--- src/rtl/vl_strip_ctrl.sv ---
// Strip-mining controller: takes one {SEW, LMUL, AVL} config, computes VLMAX and
// issues the per-chunk vl/base sequence covering AVL. Optional macro: VL_SPLIT_EN (balanced tail).
module vl_strip_ctrl #(
   parameter int VLEN  = 64,
   parameter int ELEN  = 64,
   parameter int AVL_W = 16,
   localparam int VL_W = $clog2(VLEN) + 1
) (
   input  logic             clk,
   input  logic             rst,
   input  logic             cfg_valid,
   output logic             cfg_ready,
   input  logic [2:0]       cfg_sew,
   input  logic [2:0]       cfg_lmul,
   input  logic [AVL_W-1:0] cfg_avl,
   input  logic             cfg_avl_max,
   input  logic             abort,
   output logic             chunk_valid,
   input  logic             chunk_ready,
   output logic [VL_W-1:0]  chunk_vl,
   output logic [AVL_W-1:0] chunk_base,
   output logic             chunk_last,
   output logic [VL_W-1:0]  vlmax,
   output logic             vill,
   output logic             cfg_err,
   output logic             busy
);

   // Both handshakes: a transfer happens on a rising edge where valid and ready are both high.
   typedef enum logic [1:0] {IDLE, CALC, ISSUE} state_t;

   state_t           state_q, state_n;
   logic [2:0]       sew_q, sew_n, lmul_q, lmul_n;
   logic [AVL_W-1:0] avl_q, avl_n, rem_q, rem_n, base_q, base_n, rem_t;
   logic             avl_max_q, avl_max_n;
   logic [VL_W-1:0]  vl_q, vl_n, vlmax_q, vlmax_n;
   logic             last_q, last_n, vill_q, vill_n, cfg_err_q, cfg_err_n;
   logic [VL_W:0]    ch;

   logic [31:0]      raw_vlmax;
   logic             calc_vill;
   logic [VL_W-1:0]  calc_vlmax;

   // Returns {last, vl} for a chunk starting with r elements remaining.
   function automatic logic [VL_W:0] chunk_of(input logic [AVL_W-1:0] r, input logic [VL_W-1:0] vm);
      logic [AVL_W:0] r_w, vm_w;
      r_w  = {1'b0, r};
      vm_w = '0;
      vm_w[VL_W-1:0] = vm;
      if (r_w <= vm_w) chunk_of = {1'b1, r[VL_W-1:0]};
`ifdef VL_SPLIT_EN
      else if (r_w < (vm_w << 1)) chunk_of = {1'b0, VL_W'((r_w + 1'b1) >> 1)};
`endif
      else chunk_of = {1'b0, vm};
   endfunction

   always_comb begin
      raw_vlmax = 32'(VLEN) >> ({1'b0, sew_q} + 4'd3);
      if (lmul_q[2]) raw_vlmax = raw_vlmax >> (4'd8 - {1'b0, lmul_q});
      else           raw_vlmax = raw_vlmax << lmul_q[1:0];
      calc_vill  = sew_q[2] || (lmul_q == 3'b100) ||
                   ((32'd8 << sew_q) > 32'(ELEN)) || (raw_vlmax == 32'd0);
      calc_vlmax = calc_vill ? '0 : raw_vlmax[VL_W-1:0];
   end

   always_comb begin
      state_n   = state_q;
      sew_n     = sew_q;
      lmul_n    = lmul_q;
      avl_n     = avl_q;
      avl_max_n = avl_max_q;
      rem_n     = rem_q;
      base_n    = base_q;
      vl_n      = vl_q;
      last_n    = last_q;
      vlmax_n   = vlmax_q;
      vill_n    = vill_q;
      cfg_err_n = 1'b0;
      rem_t     = '0;
      ch        = '0;
      // abort discards any same-cycle chunk handshake by leaving the datapath untouched
      if (abort && state_q != IDLE) begin
         state_n = IDLE;
      end else begin
         case (state_q)
            IDLE: if (cfg_valid) begin
               sew_n     = cfg_sew;
               lmul_n    = cfg_lmul;
               avl_n     = cfg_avl;
               avl_max_n = cfg_avl_max;
               state_n   = CALC;
            end
            CALC: begin
               vlmax_n = calc_vlmax;
               vill_n  = calc_vill;
               if (calc_vill) begin
                  cfg_err_n = 1'b1;
                  state_n   = IDLE;
               end else begin
                  rem_t   = avl_max_q ? AVL_W'(calc_vlmax) : avl_q;
                  ch      = chunk_of(rem_t, calc_vlmax);
                  rem_n   = rem_t;
                  base_n  = '0;
                  vl_n    = ch[VL_W-1:0];
                  last_n  = ch[VL_W];
                  state_n = ISSUE;
               end
            end
            ISSUE: if (chunk_ready) begin
               rem_t  = rem_q - AVL_W'(vl_q);
               ch     = chunk_of(rem_t, vlmax_q);
               rem_n  = rem_t;
               base_n = base_q + AVL_W'(vl_q);
               vl_n   = ch[VL_W-1:0];
               last_n = ch[VL_W];
               if (last_q) state_n = IDLE;
            end
            default: state_n = IDLE;
         endcase
      end
   end

   always_ff @(posedge clk) begin
      if (rst) begin
         state_q   <= IDLE;
         sew_q     <= '0;
         lmul_q    <= '0;
         avl_q     <= '0;
         avl_max_q <= 1'b0;
         rem_q     <= '0;
         base_q    <= '0;
         vl_q      <= '0;
         last_q    <= 1'b0;
         vlmax_q   <= '0;
         vill_q    <= 1'b1;
         cfg_err_q <= 1'b0;
      end else begin
         state_q   <= state_n;
         sew_q     <= sew_n;
         lmul_q    <= lmul_n;
         avl_q     <= avl_n;
         avl_max_q <= avl_max_n;
         rem_q     <= rem_n;
         base_q    <= base_n;
         vl_q      <= vl_n;
         last_q    <= last_n;
         vlmax_q   <= vlmax_n;
         vill_q    <= vill_n;
         cfg_err_q <= cfg_err_n;
      end
   end

   assign cfg_ready   = (state_q == IDLE);
   assign busy        = (state_q != IDLE);
   assign chunk_valid = (state_q == ISSUE);
   assign chunk_vl    = vl_q;
   assign chunk_base  = base_q;
   assign chunk_last  = last_q;
   assign vlmax       = vlmax_q;
   assign vill        = vill_q;
   assign cfg_err     = cfg_err_q;

endmodule

--- config.mk ---
export PLATFORM = sky130hd
export DESIGN_NAME = vl_strip_ctrl
export DESIGN_NICKNAME = d
export VERILOG_FILES = /design/src/rtl/vl_strip_ctrl.sv
export SDC_FILE = /design/constraint.sdc
export NUM_CORES = 1
export LEC_CHECK = 0
export BUFFER_PORTS_ARGS = -buffer_cell sky130_fd_sc_hd__buf_2
export CAP_MARGIN = 20
export CORE_MARGIN = 2
export CORE_UTILIZATION = 54
export CTS_BUF_LIST = sky130_fd_sc_hd__clkbuf_2
export CTS_CLUSTER_DIAMETER = 80
export CTS_CLUSTER_SIZE = 12
export DETAILED_ROUTE_END_ITERATION = 16
export HOLD_SLACK_MARGIN = 0.15
export PLACE_DENSITY = 0.78
export SYNTH_ARGS = -nofsm -noshare
export SYNTH_HDL_FRONTEND = slang
export SYNTH_SLANG_ARGS = --single-unit
--- constraint.sdc ---
create_clock -name clk -period 4.1 [get_ports clk]
set_clock_uncertainty 0.05 [all_clocks]
set_input_delay 0.41 -clock clk [delete_from_list [all_inputs] [get_ports clk]]
set_output_delay 0.41 -clock clk [all_outputs]
set_load 0.01 [all_outputs]
==> run metrics <==
largest net degree at the start of global routing 36; Power Total around 1.9 mW; syn avg cell area roughly 7.7 µm²; Mapped Nets 657; worst setup margin 0.170 ns; r2r worst-path depth 19; Syn Inst Count approximately 600; CP Data Required Time about 4.4 ns; Worst Max-Slew Pin Slew approximately 1.1 ns; nets 733; Async SR Flop Fraction 0; die extent in y just under 100 µm; Leakage roughly 2.2 nW; Final Hold Viols 0; commonest non-fill, non-tap cells in the layout nand2_1 (86), a21oi_1 (76), dfxtp_1 (71); Avg WL per Cell 16.4 µm; Relative slew margins 0.274; Buffers on Ports 63; Routed Antenna Nets 0; initial antenna violation count 0; Routed WL about 13,000 µm; CTS Buf Count 9; maxcap violations 0; Post-synth top flop dfxtp_1; reg2reg start lmul_q[1]; sw frac 0.337; endpoint class of the critical path flip-flop; status complete, no violations; Slew Viols, Final 0; synth unique cells 60; share of layout cells above drive strength 1 0.177; critical path cell sequence inv_1, ha_1, ha_1, and3b_2, nand2_1, a21oi_1, mux2i_1, nor2_1, mux2_2, ha_1, nor2b_1, o21a_1, o21ai_2, a21oi_1, nor2_1, buf_4, nor2_1, a211oi_1, a2111oi_2; crit path from lmul_q[1]; Total GRT Usage 0.288; num rows 33; detailed-route via count 4,655; P_int about 1.3 mW; Placed Area 0.00502 mm²; critical setup path kind reg2reg; CTS tree done; sequential share of power 0.412; via/cell ratio 5.95; ANT cells 0; Setup crit start kind flip-flop; CTS Root Cell clkbuf_2; fin area 0.00546 mm²; Detailed Routing Iterations Pass 1 5; part of the Yosys area used for sequential elements 0.321; Starting Density 0.558; Synth Warn # 0; CORE AREA 0.00826 mm²; period utilization 0.959; Crit path largest cell delay 0.44 ns; GRT overflow 0; die area 0.00929 mm²; Max Clk Rate 0.254 GHz; Clock transition at path regs 0.20 ns; delay-heaviest family, CP compound AO/OA/AOI/OAI gates; synthesized flop and latch total between 70 and 80; first-pass GRT wire length 20,900 µm; Post-CTS Setup Bufs 0; r2r setup slk 0.17 ns; CP max-delay cell a211oi_1; Sink Count 74; DRC errors left 0; setup violators final 0; pre-CTS WS 0.139 ns; H-tree levels 3; vias in the first global route 4,296; R2R Path End chunk_vl[5]; GPL Wtd Cong 0.969; Worst path depth 19; CP max FO 10; EDFF count, synth 0; DIE WIDTH a little under 100 µm; clock latency on the worst-skew pair 0.55 ns; commonest non-fill, non-tap cell in the layout nand2_1; cell count of the worst hold path 4; area growth from synthesis to layout 18.3%; Peak VDD IR around 0.22 mV; combinational share of power 0.308; mapped cell area 0.00461 mm²; Worst EP arrival 4.27 ns; hpwl dp 9140 µm; IO Pins 64; Util after Layout 0.661; post-route setup TNS 0 ns; Bufs on Longest Clock Path 2; switching pwr 0.637 mW; PwrDens 347 mW/mm²; WP buf/inv 2; Tmin final 3.93 ns; Hold Path Class in2reg; initial DRC count 401; clock group share of total power 0.279; Critical Path End chunk_vl[5]
cells in the mapped netlist (5+ instances only):
cell type	instances	area [µm²]
nand2_1	86	323
mux2i_1	5	50.1
xnor2_1	15	131
nor2_1	56	210
a31oi_1	6	37.5
nor3b_1	5	37.5
o21ai_0	20	100
xor2_1	10	87.6
a21oi_1	78	390
inv_1	29	109
dfxtp_1	74	1480
a211oi_1	13	97.6
nand2b_1	7	43.8
clkbuf_1	26	97.6
mux2_2	10	113
nand3_1	14	70.1
ha_1	30	375
nor3_1	17	85.1
or3_1	6	37.5
worst min path at each step:
| stage | startpoint | endpoint | slack [ns] |
|---|---|---|---|
| final | chunk_ready | state_q[1] | 0.24 |
| after global routing | chunk_ready | state_q[1] | 0.26 |
| after detailed placement | rem_q[0] | rem_q[0] | 0.40 |
| after floorplan | rem_q[0] | rem_q[0] | 0.38 |
| after global placement | rem_q[0] | rem_q[0] | 0.39 |
| after CTS | chunk_ready | state_q[1] | 0.23 |
power by group through the flow:
stage | Sequential (mW) | Combinational [mW] | Clock, mW
2_1_floorplan | 0.781 | 0.394 | 0
3_3_place_gp | 0.791 | 0.509 | 0
3_5_place_dp | 0.793 | 0.523 | 0
4_1_cts | 0.778 | 0.546 | 0.535
5_1_grt | 0.784 | 0.640 | 0.563
6_report | 0.780 | 0.584 | 0.529
metal layers:
metal / GRT usage / vias up / part of all wire
met2: 0.467 / 206 / 0.48
met1: 0.400 / 2158 / 0.43
met3: 0.0326 / 24 / 0.074
met4: 0.0986 / 0 / 0.019
li1: - / 2267 / -
met5: 0 / - / 0
layout make-up:
class | instances | area [µm²]
clock buffers | 9 | 45.0
clock inverters | 6 | 106
fillers | 698 | 2800
inverters | 29 | 109
multi-input cells | 460 | 2930
flip-flops and latches | 74 | 1490
well taps | 105 | 131
repair buffers | 99 | 646
kinds of logic (layout without fill, tap and decap cells):
family / Yosys count / count (layout) / share of synthesized area
buf+inv: 63 / 143 / 0.0524
simple gates: 229 / 229 / 0.234
xor+xnor: 25 / 25 / 0.0475
mux: 15 / 15 / 0.0353
fa+ha+maj: 32 / 32 / 0.0901
flops: 74 / 74 / 0.321
compound gates: 159 / 159 / 0.220
registers in the layout (all words and copies together), names as in the netlist, 2 cells and up:
name / flops
state_q: 2
chunk_vl: 7
sew_q: 3
rem_q: 16
vlmax: 7
chunk_base: 16
lmul_q: 3
avl_q: 16
worst reg2reg max path: cells and delay by family, from the launching register on:
family                     cells  cell delay [ns]
muxes                          2             0.50
AOI/OAI and AO/OA              6             1.07
DFF                            1             0.41
adders and majority gates      3             0.75
buffers and inverters          2             0.28
and+or+nand+nor                6             0.73
repair_timing:
item,CTS,global route
gates resized for setup,0,14
hold buffers,24,0
setup endpoints to repair,0,8
hold endpoints to repair,24,0
stage by stage:
step	hold slack, ns	cells
final	0.244	782
after global routing	0.261	782
after CTS	0.233	782
after detailed placement	0.396	743
after global placement	0.392	743
after floorplan	0.382	597
Power figures use the tool's default switching activity.
